File: config.mk
export PLATFORM = sky130hd
export DESIGN_NAME = one_bit_alu
export DESIGN_NICKNAME = d
export VERILOG_FILES = /design/src/rtl/one_bit_alu.sv
export SDC_FILE = /design/constraint.sdc
export NUM_CORES = 1
export LEC_CHECK = 0
export ABC_AREA = 0
export CAP_MARGIN = 20
export CORE_AREA = 2 2 39 41
export CTS_CLUSTER_SIZE = 14
export DETAILED_ROUTE_END_ITERATION = 16
export DIE_AREA = 0 0 41 43
export GPL_TIMING_DRIVEN = 1
export SLEW_MARGIN = 20
export SYNTH_ARGS = -nofsm -noshare
export SYNTH_HDL_FRONTEND = slang
export SYNTH_SLANG_ARGS = --single-unit
export TNS_END_PERCENT = 50
File: constraint.sdc
create_clock -name clk -period 1 [get_ports clk]
set_input_delay 0.25 -clock clk [delete_from_list [all_inputs] [get_ports clk]]
set_output_delay 0.25 -clock clk [all_outputs]
set_load 0.01 [all_outputs]
File: src/rtl/one_bit_alu.sv
// Registered bit-sliced ALU: WIDTH ripple-carry slices; 1-cycle latency; loads only when en=1 (no backpressure).
// Optional macro ALU_FLAGS_EN adds registered zero/negative/overflow outputs.

module one_bit_alu_slice (
    input  logic       i_a,
    input  logic       i_b,
    input  logic       i_c,
    input  logic [2:0] i_sel,
    output logic       o_res,
    output logic       o_c
);
    logic w_bm;
    logic w_s;

    assign w_bm = i_sel[0] ? ~i_b : i_b;
    assign w_s  = i_a ^ w_bm ^ i_c;
    assign o_c  = (i_a & w_bm) | (i_a & i_c) | (w_bm & i_c);

    always_comb begin
        o_res = 1'b0;
        case (i_sel)
            3'b000:  o_res = i_b;
            3'b001:  o_res = 1'b0;
            3'b010:  o_res = w_s;
            3'b011:  o_res = w_s;
            3'b100:  o_res = i_a & i_b;
            3'b101:  o_res = i_a | i_b;
            3'b110:  o_res = i_a ^ i_b;
            default: o_res = 1'b0;
        endcase
    end
endmodule

module one_bit_alu #(
    parameter int WIDTH = 1
) (
    input  logic             clk,
    input  logic             rst_n,
    input  logic             en,
    input  logic [WIDTH-1:0] a,
    input  logic [WIDTH-1:0] b,
    input  logic             cin,
    input  logic [2:0]       sel,
    output logic [WIDTH-1:0] out,
    output logic             cout
`ifdef ALU_FLAGS_EN
    ,
    output logic             zero,
    output logic             negative,
    output logic             overflow
`endif
);
    logic [WIDTH:0]   w_c;
    logic [WIDTH-1:0] w_res;
    logic [WIDTH-1:0] r_out;
    logic             r_cout;

    assign w_c[0] = cin;

    // Carry ripples LSB to MSB; the adder runs for every opcode.
    for (genvar gi = 0; gi < WIDTH; gi++) begin : g_slice
        one_bit_alu_slice u_slice (
            .i_a   (a[gi]),
            .i_b   (b[gi]),
            .i_c   (w_c[gi]),
            .i_sel (sel),
            .o_res (w_res[gi]),
            .o_c   (w_c[gi+1])
        );
    end

    always_ff @(posedge clk or negedge rst_n) begin
        if (!rst_n) begin
            r_out  <= '0;
            r_cout <= 1'b0;
        end else if (en) begin
            r_out  <= w_res;
            r_cout <= w_c[WIDTH];
        end
    end

    assign out  = r_out;
    assign cout = r_cout;

`ifdef ALU_FLAGS_EN
    logic w_ovf;
    logic r_zero;
    logic r_negative;
    logic r_overflow;

    // Signed overflow only has meaning for the add/sub opcodes.
    assign w_ovf = (sel[2:1] == 2'b01) ? (w_c[WIDTH] ^ w_c[WIDTH-1]) : 1'b0;

    always_ff @(posedge clk or negedge rst_n) begin
        if (!rst_n) begin
            r_zero     <= 1'b0;
            r_negative <= 1'b0;
            r_overflow <= 1'b0;
        end else if (en) begin
            r_zero     <= (w_res == '0);
            r_negative <= w_res[WIDTH-1];
            r_overflow <= w_ovf;
        end
    end

    assign zero     = r_zero;
    assign negative = r_negative;
    assign overflow = r_overflow;
`endif
endmodule

## Yosys cells after proc, flatten, opt, wreduce, memory -nomap -nowiden

Cells that the tools add are included.

| word-level totals | value |
|---|---|
| output and inout port bits | 2 |
| register bits | 2 |
| logic and storage cells | 22 |
| input bits | 9 |

| operators by class | value |
|---|---|
| multiplexer cells | 2 |
| equal/unequal tests | 5 |
| bitwise gates (word level) | 11 |
| reductions and logical operators | 2 |

Operators with widths:

| cell | number |
|---|---|
| $eq A3 B3 Y1 const B | 3 |
| $eq A3 B2 Y1 const B | 2 |
| $pmux W1 S5 | 1 |
| $and A1 B1 Y1 | 4 |
| $logic_not A3 Y1 | 1 |
| $or A1 B1 Y1 | 3 |
| $xor A1 B1 Y1 | 3 |
| $reduce_or A2 Y1 | 1 |
| $mux W1 | 1 |
| $not A1 Y1 | 1 |

## Logic depth before layout (Yosys ltp)

| depth | value |
|---|---|
| word-level depth | 5 |
| mapped depth | 6 |

## Hierarchy

From an unflattened synthesis, not the netlist that was laid out.

| second synthesis, totals | value |
|---|---|
| cell total of the unflattened synthesis | 15 |
| area total of the unflattened synthesis | 180.2 um^2 |

Modules (own cells, without submodules):

| module | cells each | seq. area each (um^2) | area an instance (um^2) | instances |
|---|---|---|---|---|
| one_bit_alu_slice | 11 | 0.0 | 107.6 | 1 |
| one_bit_alu | 4 | 50.0 | 72.6 | 1 |

## Worst setup path before layout

No wires, ideal clock.

| timing path | value |
|---|---|
| kind | input -> register |
| start | input port sel[0] |
| end | register r_out (netlist: out) |
| stages on the path | 5 |
| setup time | 0.121 ns |
| path slack | -0.362 ns |
| data arrival time | 1.241 ns |
| path through | xor2_1 -> fa_1 -> a21oi_1 -> a21oi_1 -> a22o_2 |

| on the way | value |
|---|---|
| cells in the longest elaborated chain, start to end | 4 |

RTL lines:

| element | RTL line | source |
|---|---|---|
| from (decl) | 43 | `input logic [2:0] sel,` |
| $mux W1 | 15 | `assign w_bm = i_sel[0] ? ~i_b : i_b;` |
| $xor A1 B1 Y1 (2 in a row) | 16 | `assign w_s = i_a ^ w_bm ^ i_c;` |
| $pmux W1 S5 (*) | 21 | `case (i_sel)` |
| to (signal assigned) | 77 | `r_out <= w_res;` |
| to (decl) | 55 | `logic [WIDTH-1:0] r_out;` |

Every way passes the cells marked *; elsewhere a longest branch is shown, timed or not.
A chain may end at the register's enable or synchronous reset.

## Final worst setup path

| timing path | value |
|---|---|
| start | input port b |
| end | register r_out (netlist: out) |

| on the way | value |
|---|---|
| cells in the longest elaborated chain, start to end | 5 |

RTL lines:

| element | RTL line | source |
|---|---|---|
| from (decl) | 41 | `input logic [WIDTH-1:0] b,` |
| $not A1 Y1 | 15 |  |
| $mux W1 | 15 |  |
| $xor A1 B1 Y1 (2 in a row) | 16 |  |
| $pmux W1 S5 (*) | 21 |  |

Marks and branches as above.

==> results.yml <==
outcome:
  outcome: "finished, violations left"
  violated_checks: "negative setup slack"
finish:
  final_cell_count_no_fill: 51
  finish.net_count: 49
  fillCellCount: 156
  final_core_util_pct: 25.8
  area_growth_pct: 99.3
  diodes: 0
  layout.cells.most_common_list: "4 x inv_1, 4 x clkdlybuf4s50_1, 4 x buf_4, 3 x clkbuf_4"
  layout-drive-gt1-share_pct: 42.9
  seqCellArea_um2: 50.0
  multi_input_comb_area_um2: 121
synthesis:
  seq_area_frac_synth_pct: 28.0
  synth_seq_cells: 2
  ys_warn_count: 0
  synth_top_area_share_pct: 28.0
  syn-instance-count: 18
  synth_largest_area_cell: "dfrtp_1"
  synth_nets: 30
  synth_area_per_cell_um2: 9.94
  synth.area.top_cells: "dfrtp_1 28%, ha_1 14%, fa_1 11%"
  post_synth_num_cell_types: 12
  netlist_area_um2: 179
worst_setup_path:
  worstPathRequired_ns: 1.11
  endpoint_of_the_lowest_slack_register_to_register_path: "out$_DFFE_PN0P_"
  reg2reg_setup_slack_ns: 0.17
  r2r.worst_path.cells: 2
  cp_data_arrival_time_ns: 1.34
  reg2reg_from: "out$_DFFE_PN0P_"
  cp_max_fo: 2
  critical_path_class: "input port to register"
  setup.worst_path.end_class: "register"
  crit_path_start_kind: "input port"
cts:
  tritoncts: "done"
  ctsHtreeMaxLevel: 1
  clock-root-buffer: "clkbuf_4"
  max-clock-path-buffers: 2
  cts-buffers-inserted: 3
  clock_sink_count: 2
  post-cts-setup-buffers: 0
  clock_pin_slew_of_the_registers_on_the_worst_case_setup_and_hold_paths_ns: 0.03
  count_of_hold_fix_buffers_inserted_at_cts: 0
  worstSkewPairLatency_ns: 0.23
power:
  power_density_over_cell_area_mw_per_mm2: 1130
  clock_power_share_pct: 45.2
  ir_worst_vdd_v: 0.000379
  power.net_switching_mw: 0.100
  internal_power_mw: 0.303
  p_leak_nw: 0.174
  seqPwrFrac_pct: 24.5
  power.share.combinational_pct: 30.3
  p_sw_share_pct: 24.9
place:
  gp_congestion: 0.633
  post-dp-hpwl_um: 352
  dp_cell_count: 48
  placement.io_buffers: 10
drt:
  drtIter0Drc: 0
  routed_wire_length_per_instance_um: 8.39
  route.antenna.remaining_nets: 0
  remaining_drc_errors: 0
  routed_wirelength_um: 428
  routed_via_count_divided_by_cell_count: 3.69
  firstDrtPassIters: 1
  detailroute.via_count: 188
grt:
  grtUsageMet2_pct: 7.19
  globalRouteTotalUtil_pct: 6.24
  gr-usage-met1_pct: 5.83
  grt_start_max_net_pins: 4
  grt_pass1_wl_um: 607
  globalRoute.busiestLayer: "met3"
  grt_pass1_vias: 163
  initial_antenna_violation_count: 0
  grt_use_met3_pct: 9.42
  grt_remaining_overflow: 0
sta:
  setup_viol_count_final: 2
  finalMaxSlewViolations: 0
  hold_violations: 0
  finalClockSkew_ns: 0
  slew_of_the_pin_with_the_lowest_slew_margin_ns: 0.188
  postLayoutSetupSlackWorst_ns: -0.225
  clock.fmax_mhz: 816
  maxSlewHeadroom_pct: 87.5
  grt_setup_unrepaired: "yes"
  finalWorstPathRequiredPeriod_ns: 1.23
  period_share_pct: 123
floorplanning:
  initial_core_util_pct: 12.9
  die_h_um: 43
  die_x_um: 41
  die_area_mm2: 0.00176
  number_of_top_level_pins: 11
  placeable_core_area_mm2: 0.00138
  num_rows: 14
min_path:
  min_path_type: "input port to asynchronous set/reset pin"
job:
  max_cap_violations: 0
sequential cells by signal, indices dropped and copies added (netlist names):
signal  cells
out         1
cout        1
Yosys cell counts, drive strengths merged:
cell type and instances:
or3 1, o221ai 1, a21oi 2, a22o 1
xor2 1, ha 2, mux2 1, nand2 1
mux2i 1, fa 1, dfrtp 2, inv 4
power by group through the flow:
stage	Combinational, mW	Sequential, mW	Clock [mW]
CTS	0.124	0.0989	0.194
global route	0.135	0.100	0.201
finish	0.122	0.0987	0.182
global placement	0.134	0.100	0
detailed placement	0.135	0.100	0
floorplan	0.0399	0.105	0
per-stage QoR:
step | setup TNS, ns | hold WS [ns] | setup slack [ns] | power [mW] | area (um^2)
floorplan | -0.505 | -0.0456 | -0.351 | 0.145 | 186
global placement | -1.84 | 0.433 | -0.907 | 0.234 | 337
detailed placement | -1.83 | 0.431 | -0.899 | 0.235 | 337
CTS | -0.306 | 0.185 | -0.259 | 0.417 | 353
global route | -0.327 | 0.190 | -0.246 | 0.436 | 357
finish | -0.254 | 0.192 | -0.225 | 0.403 | 357
layout make-up:
| class | count | area share (%) |
|---|---|---|
| Clock buffer | 3 | 6.32 |
| Tap cell | 16 | 5.61 |
| Inverter | 4 | 4.21 |
| Multi-Input combinational cell | 12 | 34.0 |
| Timing Repair Buffer | 14 | 35.8 |
| Sequential cell | 2 | 14.0 |
critical path, stage by stage:
cell	delay, ns
buf_8	0.10
xor2_2	0.16
fa_1	0.43
a21oi_1	0.13
a21oi_1	0.07
a22o_2	0.20
logic make-up (layout without fill, tap and decap cells):
| kind of cell | after synthesis | in the layout | share of synthesized area (%) |
|---|---|---|---|
| AO/OA/AOI/OAI | 4 | 4 | 16.1 |
| XOR/XNOR | 1 | 1 | 4.90 |
| adder cells (fa/ha/maj) | 3 | 3 | 25.2 |
| buffers and inverters | 4 | 21 | 8.39 |
| flip-flops | 2 | 2 | 28.0 |
| multiplexers | 2 | 2 | 11.9 |
| AND/OR/NAND/NOR | 2 | 2 | 5.59 |
how the worst max path moves through the flow:
stage | from | end | depth (start not counted)
global route | b | out$_DFFE_PN0P_ | 6
detailed placement | sel[0] | out$_DFFE_PN0P_ | 6
CTS | b | out$_DFFE_PN0P_ | 6
global placement | sel[0] | out$_DFFE_PN0P_ | 6
finish | b | out$_DFFE_PN0P_ | 6
floorplan | sel[0] | out$_DFFE_PN0P_ | 5
layer usage:
layer / part of all wire (%) / routed length [um]
met1: 39 / 169
met2: 49 / 210
met3: 11 / 48
met4: 0 / 0
met5: 0 / 0
what timing repair did:
action | CTS | global route
pin swaps | 5 | 4
resized for setup | 25 | 1
endpoints found under the hold margin | 0 | 0
endpoints found under the setup margin | 4 | 3
No activity file was read; power rests on OpenSTA's default activity.
